### src/rtl/mem_arb_pkg.sv
// Shared types and helpers for the IF/MEM memory-port arbiter.
// State encodings are fixed 2-bit constants so existing waveform decoders still apply.
package mem_arb_pkg;

    typedef logic [1:0] stateT;
    localparam stateT IDLE   = 2'd0;
    localparam stateT BUSY_I = 2'd1;
    localparam stateT BUSY_D = 2'd2;
    localparam stateT RESP   = 2'd3;

    typedef logic reqIdT;
    localparam reqIdT REQ_I = 1'b0;
    localparam reqIdT REQ_D = 1'b1;

    // Watchdog counter width for a given TIMEOUT.
    function automatic int unsigned toW(input int unsigned timeout);
        return (timeout < 2) ? 1 : $clog2(timeout);
    endfunction

    function automatic stateT busyState(input reqIdT id);
        return (id == REQ_D) ? BUSY_D : BUSY_I;
    endfunction

endpackage

### src/rtl/mem_arb_watchdog.sv
// BUSY-cycle counter for the arbiter; flags expiry once TIMEOUT-1 idle-waiting cycles elapsed.
// Only instantiated when MEM_ARB_TIMEOUT_EN is defined.
module mem_arb_watchdog
    import mem_arb_pkg::*;
#(
    parameter int unsigned TIMEOUT = 64
) (
    input  logic clk,
    input  logic rstN,
    input  logic clear,
    input  logic enable,
    output logic expired
);

    localparam int unsigned TO_W = toW(TIMEOUT);
    localparam logic [TO_W-1:0] LAST = TO_W'(TIMEOUT - 1);

    logic [TO_W-1:0] count;

    always_ff @(posedge clk) begin
        if (!rstN) begin
            count <= '0;
        end else if (clear) begin
            count <= '0;
        end else if (enable) begin
            count <= count + 1'b1;
        end
    end

    assign expired = enable && (count == LAST);

endmodule

### src/rtl/mem_port_arbiter.sv
// Arbitrates one multi-cycle memory port between instruction fetch and data access.
// Optional abort on a stuck memory is enabled with `define MEM_ARB_TIMEOUT_EN.
module mem_port_arbiter
    import mem_arb_pkg::*;
#(
    parameter int unsigned ADDR_W  = 32,
    parameter int unsigned DATA_W  = 32,
    parameter int unsigned TIMEOUT = 64
) (
    input  logic              clk_i,
    input  logic              rst_i,
    input  logic              i_req_i,
    input  logic [ADDR_W-1:0] i_addr_i,
    output logic              i_ack_o,
    output logic [DATA_W-1:0] i_rdata_o,
    input  logic              d_req_i,
    input  logic              d_we_i,
    input  logic [ADDR_W-1:0] d_addr_i,
    input  logic [DATA_W-1:0] d_wdata_i,
    output logic              d_ack_o,
    output logic [DATA_W-1:0] d_rdata_o,
    output logic              stall_o,
    output logic              mem_req_o,
    output logic              mem_we_o,
    output logic [ADDR_W-1:0] mem_addr_o,
    output logic [DATA_W-1:0] mem_wdata_o,
    input  logic              mem_ack_i,
    input  logic [DATA_W-1:0] mem_rdata_i,
    output logic              err_o
);

    if (TIMEOUT < 2) begin : gBadTimeout
        $error("mem_port_arbiter: TIMEOUT must be >= 2");
    end

    stateT state;
    reqIdT grantId;
    logic  busy;
    logic  abort;

    assign grantId = d_req_i ? REQ_D : REQ_I;
    assign busy    = (state == BUSY_I) || (state == BUSY_D);
    assign stall_o = (i_req_i & ~i_ack_o) | (d_req_i & ~d_ack_o);

`ifdef MEM_ARB_TIMEOUT_EN
    logic expired;

    mem_arb_watchdog #(.TIMEOUT(TIMEOUT)) uWatchdog (
        .clk     (clk_i),
        .rstN    (rst_i),
        .clear   (state == IDLE),
        .enable  (busy & ~mem_ack_i),
        .expired (expired)
    );

    // A memory ack in the expiry cycle wins: normal completion, no error.
    assign abort = expired & ~mem_ack_i;

    always_ff @(posedge clk_i) begin
        if (!rst_i) begin
            err_o <= 1'b0;
        end else begin
            err_o <= busy & abort;
        end
    end
`else
    assign abort = 1'b0;
    assign err_o = 1'b0;
`endif

    always_ff @(posedge clk_i) begin
        if (!rst_i) begin
            state       <= IDLE;
            i_ack_o     <= 1'b0;
            d_ack_o     <= 1'b0;
            i_rdata_o   <= '0;
            d_rdata_o   <= '0;
            mem_req_o   <= 1'b0;
            mem_we_o    <= 1'b0;
            mem_addr_o  <= '0;
            mem_wdata_o <= '0;
        end else begin
            i_ack_o <= 1'b0;
            d_ack_o <= 1'b0;
            case (state)
                IDLE: begin
                    if (d_req_i || i_req_i) begin
                        state       <= busyState(grantId);
                        mem_req_o   <= 1'b1;
                        mem_we_o    <= d_req_i & d_we_i;
                        mem_addr_o  <= d_req_i ? d_addr_i : i_addr_i;
                        mem_wdata_o <= d_req_i ? d_wdata_i : '0;
                    end
                end
                BUSY_I, BUSY_D: begin
                    // Ack and rdata are registered on the way into RESP so they appear there together.
                    if (mem_ack_i || abort) begin
                        state     <= RESP;
                        mem_req_o <= 1'b0;
                        if (state == BUSY_I) begin
                            i_ack_o   <= 1'b1;
                            i_rdata_o <= mem_ack_i ? mem_rdata_i : '0;
                        end else begin
                            d_ack_o   <= 1'b1;
                            d_rdata_o <= (mem_ack_i && !mem_we_o) ? mem_rdata_i : '0;
                        end
                    end
                end
                default: state <= IDLE;
            endcase
        end
    end

endmodule
### config.mk
export PLATFORM = sky130hd
export DESIGN_NAME = mem_port_arbiter
export DESIGN_NICKNAME = d
export VERILOG_FILES = /design/src/rtl/mem_arb_pkg.sv /design/src/rtl/mem_arb_watchdog.sv /design/src/rtl/mem_port_arbiter.sv
export SDC_FILE = /design/constraint.sdc
export NUM_CORES = 1
export LEC_CHECK = 0
export CAP_MARGIN = 20
export CELL_PAD_IN_SITES_DETAIL_PLACEMENT = 1
export CELL_PAD_IN_SITES_GLOBAL_PLACEMENT = 2
export CORE_MARGIN = 2
export CORE_UTILIZATION = 33
export CTS_BUF_LIST = sky130_fd_sc_hd__clkbuf_8
export DETAILED_ROUTE_END_ITERATION = 7
export DONT_BUFFER_PORTS = 1
export PLACE_DENSITY_LB_ADDON = 0.1
export SYNTH_ARGS = -nofsm -noshare
export SYNTH_HDL_FRONTEND = slang
export SYNTH_HIERARCHICAL = 1
export SYNTH_SLANG_ARGS = --single-unit
export TNS_END_PERCENT = 100
### constraint.sdc
create_clock -name clk_i -period 1.5 [get_ports clk_i]
set_input_delay 0.3 -clock clk_i [delete_from_list [all_inputs] [get_ports clk_i]]
set_output_delay 0.3 -clock clk_i [all_outputs]
set_load 0.01 [all_outputs]
## Word level (Yosys, flattened, before mapping)

Cells that the tools add are included.

- Register bits: 134
- Output and inout port bits: 134
- Logic and storage cells: 45
- Input bits: 134

- Multiplexer cells: 13
- Bitwise logic cells: 7
- Equality and inequality tests: 4
- Reductions and logical operators: 12

Operators by type and width:

| operator | number |
|---|---|
| $mux W32 | 3 |
| $reduce_and A3 Y1 | 4 |
| $mux W2 | 3 |
| $mux W1 | 5 |
| $ne A2 B2 Y1 const B | 2 |
| $pmux W2 S2 | 1 |
| $reduce_and A2 Y1 | 2 |
| $and A1 B1 Y1 | 3 |
| $not A1 Y1 | 3 |
| $eq A2 B1 Y1 const B | 1 |
| $eq A2 B2 Y1 const B | 1 |
| $logic_not A2 Y1 | 1 |
| $pmux W1 S2 | 1 |
| $reduce_bool A2 Y1 | 1 |
| $reduce_or A2 Y1 | 1 |
| $logic_and A1 B1 Y1 | 1 |
| $logic_not A1 Y1 | 1 |
| $logic_or A1 B1 Y1 | 1 |
| $or A1 B1 Y1 | 1 |

## Longest topological paths before layout

Gate-level depths: netlist of the first run.

- Depth in word-level cells: 4
- Gate-level depth with buffers: 7
- Mapped depth without buffers: 5

## Worst setup path after synthesis of the first run

No wires, ideal clock.

- Path kind: reg2reg
- Start point: reg state[0]
- End point: reg d_rdata_o[26]
- Arrival time: 1340 ps
- Clock period less this slack: 1457 ps
- Library setup time: 116 ps
- Required time: 1384 ps
- Buffers on the path: 2
- Stages on the path, launching flop included: 8
- Setup slack: 43 ps
- Cells stage by stage: dfxtp_1 inv_1 ha_1 and3b_1 buf_2 buf_4 nand3_1 a21boi_1

- Longest elaborated chain between the ends: 3
- Elaborated cells between the ends (all ways): 5
- Classes of those cells: eq/ne (2); bitwise (1); reduce/logical (2)

RTL lines:

| element | line | text |
|---|---|---|
| start, declared | mem_port_arbiter.sv:36 | `stateT state;` |
| start signal, assigned | mem_port_arbiter.sv:88 | `state <= busyState(grantId);` |
| $eq A2 B1 Y1 or $eq A2 B2 Y1 (tied branches) | mem_port_arbiter.sv:85, mem_port_arbiter.sv:100 |  |
| $reduce_or A2 Y1 or $not A1 Y1 (tied branches) | - |  |
| $reduce_and A3 Y1 (no source line) (*) | - |  |
| end signal, assigned | mem_port_arbiter.sv:105 | `d_rdata_o <= (mem_ack_i && !mem_we_o) ? mem_rdata_i : '0;` |
| end, declared | mem_port_arbiter.sv:21 | `output logic [DATA_W-1:0] d_rdata_o,` |

Mark *: on every way between the ends. The rest lies on a longest branch, timed or not.
A chain may end at the register's enable or synchronous reset.

## Worst setup path in the final report of the first run

- Start point: reg state[0]
- End point: reg d_rdata_o[9]

Same word-level chain as after synthesis.

==> results.cfg, run 1 <==
[status]
outcome = finished, final reports clean

[global_routing]
grt_antenna_before_repair = 0
total_grt_overflow = 0
wire_length_of_the_first_global_routing_pass_microns = 23300
via_count_of_the_first_global_routing_pass = 4359
track_usage_pct = 16.9
grt_start_max_net_pins = 136

[yosys]
syn_area_per_cell_sq_um = 9.43
proportion_of_synthesized_chip_area_in_sequential_cells_pct = 49.3
synth_fp_nets = 715
synth_flop_type = dfxtp_1
synthDominantCellAreaShare_pct = 49.3
most_instantiated_library_cell_after_synthesis = dfxtp_1
yosys_warnings = 6
async_reset_ff_share_pct = 0
synthTopCellsByCount = dfxtp_1, nand2_1, nor2b_1
ys_ff_latch = 134
synth_edf_count = 0
yosysTopAreaCell = dfxtp_1
synth_top_cells_by_area = dfxtp_1, nand2_1, mux2i_1
synth_cell_types = 28
syn_inst = 577
mappedNetlistArea_sq_um = 5440

[clock_network]
worst_skew_pair.late_latency_ns = 0.44
cts-buffers-inserted = 17
h-tree-depth = 4
clock_sink_count = 134
clockRootBuffer = clkbuf_8
postCtsSetupRepairBufs = 0
clk_pin_slew_worst_paths_ns = 0.08
cts-root-to-sink-buffers = 2
clock_tree_from_tritoncts = done

[critical_path]
timing.critical_path.max_delay_family = simple AND/OR/NAND/NOR gates
cp.required_ns = 1.88
critical_path.endpoint_type = flip-flop
critPathMaxFanout = 8
timing.critical_path.slowest_stage_cell = dfxtp_2
timing.rr.end = d_rdata_o[9]
cp.buffers_inverters = 2
criticalPathCategory = flip-flop to flip-flop
crit_path_max_incr_delay_ns = 0.36
timing.critical_path.from = state[0]
r2r_start = state[0]
cp.arrival_ns = 1.85
crit_path_cell_trace = inv_2, ha_4, and3b_2, clkbuf_16, nand3_1, a21boi_1
r2r_cells = 6
category_of_the_worst_setup_path_launch_point = flip-flop
worst-r2r-setup-slack_ns = 0.03

[drt]
drt-initial-drc-count = 139
drt_pass1_iterations = 5
wl_per_cell_microns = 19.6
drc = 0
wl_microns = 16200
vias = 4238
ant_nets = 0
detailed_route_vias_per_instance = 5.15

[floorplanning]
chipHeight_microns = 132
initial_utilization_pct = 34.0
row_count = 46
design.core.area_sq_um = 16000
boundaryPins = 268
die_area_sq_um = 17500
die_x_microns = 132

[timing]
period_share_pct = 98.0
fin_skew_ns = 0.0149
fmax_ghz = 0.680
timing.slew.headroom_pct = 47.8
timing_worst_slew_pin_value_ns = 0.781
drv_slew = 0
rsz0062_at_grt = yes
finalCriticalPeriod_ns = 1.47
fin_setup_tns_ns = 0
hold_violations = 0
timing.final.setup_violations = 0

[finish]
finalNetCount = 732
multiInputGateArea_sq_um = 2480
syn2layout_area_growth_pct = 19.0
n_antenna_cell = 0
design_area_sq_um = 6480
ff_latch_area_sq_um = 2690
layout.filler_cells = 1853
final_util_pct = 40.5
layout-drive-gt1-share_pct = 10.0

[hold_path]
hold_class = primary input to flip-flop
hold-path-cell-count = 2
worst_hold_path.endpoint = mem_wdata_o[13]
hp-start = d_wdata_i[13]

[placement]
portBuffers = 0
routabilityCongestion = 0.719
dp_hpwl_microns = 10200
placed_area_sq_um = 5590

[power]
leakage_nw = 2.64
power.ir.vdd_worst_v = 0.000692
power_density_nw_per_um2 = 1680
totalPowerFinal_mw = 10.9

[run]
maxCapViolCount = 0
-- layout make-up --
class                           count  area share, %
Clock buffer                       18           3.82
Clock inverter                     14           2.32
Inverter                            5          0.328
Multi-Input combinational cell    386           38.3
Sequential cell                   134           41.5
Tap cell                          216           4.17
Timing Repair Buffer               50           9.64
-- registers in the layout, indices dropped and copies added, names as in the netlist --
| register | count |
|---|---|
| state | 2 |
| mem_we_o | 1 |
| d_ack_o | 1 |
| d_rdata_o | 32 |
| mem_req_o | 1 |
| mem_wdata_o | 32 |
| mem_addr_o | 32 |
| i_rdata_o | 32 |
| i_ack_o | 1 |
-- metrics by stage --
stage	hold WS [ns]	setup slack, ns	cells
2_1_floorplan	0.435	0.0432	577
3_3_place_gp	0.437	0.0341	752
3_5_place_dp	0.444	-0.0140	752
4_1_cts	-0.0499	0.00103	817
5_1_grt	-0.00230	-0.0319	823
6_report	0.0241	0.0304	823
-- repair_timing --
action / CTS / global route
pin swaps: 0 / 27
gates cloned: 0 / 3
endpoints found under the setup margin: 25 / 37
hold buffers: 33 / 3
gates resized for setup: 2 / 13
endpoints found under the hold margin: 128 / 39
-- kinds of logic after synthesis --
kind of cell | share of synthesized area [%]
AO/OA/AOI/OAI | 20.1
AND/OR/NAND/NOR | 17.2
flip-flops | 49.3
buffers and inverters | 5.98
other | 0.0689
adder cells (fa/ha/maj) | 0.919
multiplexers | 6.44
-- cell usage in the layout, fill, tap and decap left out, types with 2 or more instances in the layout --
master	netlist	layout
clkinvlp_4	0	5
inv_6	0	4
inv_1	5	4
dfxtp_1	134	132
dlygate4sd3_1	0	34
ha_1	4	3
clkbuf_8	0	18
buf_4	13	3
clkbuf_16	0	2
o211a_1	32	32
nand3_2	0	3
a22oi_1	33	33
nand3_1	33	30
nor2_1	3	3
and2_1	2	2
mux2i_1	35	35
a21boi_0	29	27
nand2_1	132	132
a21boi_1	35	36
nor2b_1	37	36
bufinv_16	0	2
buf_12	0	10
-- metal layers --
metal  track usage (%)  vias up  wire length (microns)
met5                 0        -                      0
met4              7.35        0                    387
met2              29.6      158                   8380
li1                  -     2003                      -
met1              18.1     2049                   6220
met3              6.32       28                   1180
-- how the worst max path moves through the flow --
stage / endpoint / slack (ns) / cells after the start
global route: d_rdata_o[9] / -0.03 / 6
global placement: mem_addr_o[11] / 0.03 / 6
floorplan: d_rdata_o[26] / 0.04 / 7
detailed placement: mem_addr_o[21] / -0.01 / 6
CTS: stall_o / 0.001 / 1
finish: d_rdata_o[9] / 0.03 / 6
-- power by group --
group	switching (mW)	internal [mW]
Combinational	1.44	1.22
Clock	1.49	1.53
Sequential	0.902	4.28
Total	3.84	7.03
Note: power is estimated with default switching activity, not from simulation.
==> run 2: changes to the inputs <==
--- a/config.mk
+++ b/config.mk
@@ -14,6 +14,7 @@
 export DETAILED_ROUTE_END_ITERATION = 7
 export DONT_BUFFER_PORTS = 1
 export PLACE_DENSITY_LB_ADDON = 0.1
+export REMOVE_ABC_BUFFERS = 1
 export SYNTH_ARGS = -nofsm -noshare
 export SYNTH_HDL_FRONTEND = slang
 export SYNTH_HIERARCHICAL = 1
==> results.cfg, run 2 (synthesized netlist as in run 1, its figures left out) <==
[clock_network]
clock_sink_count = 134
cts-buffers-inserted = 17
cts-root-to-sink-buffers = 2
clock_tree_from_tritoncts = done
clockRootBuffer = clkbuf_8
worst_skew_pair.late_latency_ns = 0.43
clk_pin_slew_worst_paths_ns = 0.07
h-tree-depth = 4

[global_routing]
wire_length_of_the_first_global_routing_pass_microns = 24500
track_usage_pct = 18.0
grt_start_max_net_pins = 136
via_count_of_the_first_global_routing_pass = 4417
total_grt_overflow = 0
grt_antenna_before_repair = 1

[critical_path]
cp.required_ns = 1.86
critPathMaxFanout = 6
cp.arrival_ns = 1.87
category_of_the_worst_setup_path_launch_point = flip-flop
r2r_cells = 6
timing.rr.end = d_rdata_o[12]
criticalPathCategory = flip-flop to flip-flop
r2r_start = state[0]
critical_path.endpoint_type = flip-flop
worst-r2r-setup-slack_ns = -0.01

[drt]
drt_pass1_iterations = 4
ant_nets = 0
detailed_route_vias_per_instance = 5.18
wl_per_cell_microns = 20.5
wl_microns = 17000
vias = 4306
drt-initial-drc-count = 147
drc = 0

[timing]
rsz0062_at_grt = yes
drv_slew = 0
final.hold.worst_slack_ns = 0.0188
hold_violations = 0
finalCriticalPeriod_ns = 1.51
timing.final.setup_violations = 2
fmax_ghz = 0.662
fin_setup_tns_ns = -0.0186
period_share_pct = 101
worst_slack_ns = -0.0113
fin_skew_ns = 0.00847

[floorplanning]
boundaryPins = 268
chipHeight_microns = 132
row_count = 46
die_area_sq_um = 17500
die_x_microns = 132
initial_utilization_pct = 34.0
design.core.area_sq_um = 16000

[finish]
final_cell_count_no_fill = 832
final_util_pct = 42.1
mostFrequentLayoutCells = dfxtp_1, nand2_1, a21boi_1, nor2b_1, mux2i_1
finalNetCount = 742
layout-drive-gt1-share_pct = 15.1
syn2layout_area_growth_pct = 23.6
layout_commonest_cell = dfxtp_1

[placement]
dp_hpwl_microns = 10900
place_inst = 758
place_ws_ns = -0.0438
routabilityCongestion = 0.743
portBuffers = 0

[status]
violations_in_the_final_reports = setup timing
outcome = finished, violations left

[hold_path]
hold-path-cell-count = 1
hp-start = rst_i
worst_hold_path.endpoint = mem_wdata_o[9]
hold_class = primary input to flip-flop

[run]
maxCapViolCount = 0

[power]
power_density_nw_per_um2 = 1680
leakage_nw = 2.73
power.ir.vdd_worst_v = 0.000638
run 2: cell types whose count changed in the layout (fill, tap and decap cells not counted), sizes merged:
cell	previous run	this run
inv	10	6
dlygate4sd3	34	33
buf	14	23
clkinv	2	5
clkinvlp	5	1
bufinv	2	3
diode	0	1
clkbuf	20	24
run 2: through the flow:
| stage | power, mW | cell area, sq um |
|---|---|---|
| 2_1_floorplan | 6.54 | 5140 |
| 3_3_place_gp | 7.56 | 5630 |
| 3_5_place_dp | 7.70 | 5630 |
| 4_1_cts | 11.1 | 6410 |
| 5_1_grt | 12.0 | 6730 |
| 6_report | 11.3 | 6730 |
run 2: worst max path at each step:
stage	start	end	slack (ns)	cells past startpoint
after floorplan	state[1]	mem_addr_o[0]	-0.62	5
after global placement	state[1]	d_rdata_o[17]	0.05	6
after detailed placement	state[1]	d_rdata_o[14]	-0.04	6
after CTS	state[0]	d_rdata_o[14]	0.01	6
after global routing	state[1]	d_rdata_o[12]	-0.07	8
final	state[0]	d_rdata_o[12]	-0.01	6
run 2: worst max-delay path: stages (launching register included):
cell and delay [ns]:
dfxtp_2 0.33, buf_6 0.12, ha_4 0.15, and3b_4 0.42, clkbuf_16 0.20, nand3_2 0.07
a21boi_1 0.13
run 2: where the power goes:
| group | total (mW) | switching [mW] | internal [mW] | leakage [nW] |
|---|---|---|---|---|
| sequential | 5.17 | 0.892 | 4.28 | 1.10 |
| combinational | 3.05 | 1.60 | 1.45 | 1.43 |
| clock | 3.11 | 1.37 | 1.74 | 0.211 |
| total | 11.3 | 3.86 | 7.48 | 2.73 |
run 2: cell type report:
cell class / count / area (sq um)
sequential: 134 / 2690
multi-input combinational: 386 / 2610
timing repair buffer: 60 / 737
tap: 216 / 270
clock inverter: 10 / 130
antenna: 1 / 2.50
inverter: 5 / 21.3
clock buffer: 20 / 275
fill: 1853 / 9270
run 2: metal layers:
metal  part of all wire [%]  track usage [%]
met5                      0                0
met4                    1.9             7.65
met3                    8.7             7.39
met2                     49             30.5
met1                     40             19.8
run 2: timing repair:
item,in CTS,in global routing
pin swaps,1,27
cloned,2,5
setup buffers,2,0
setup endpoints to repair,41,57
resized for setup,8,42
hold buffers,32,2
hold endpoints to repair,125,66
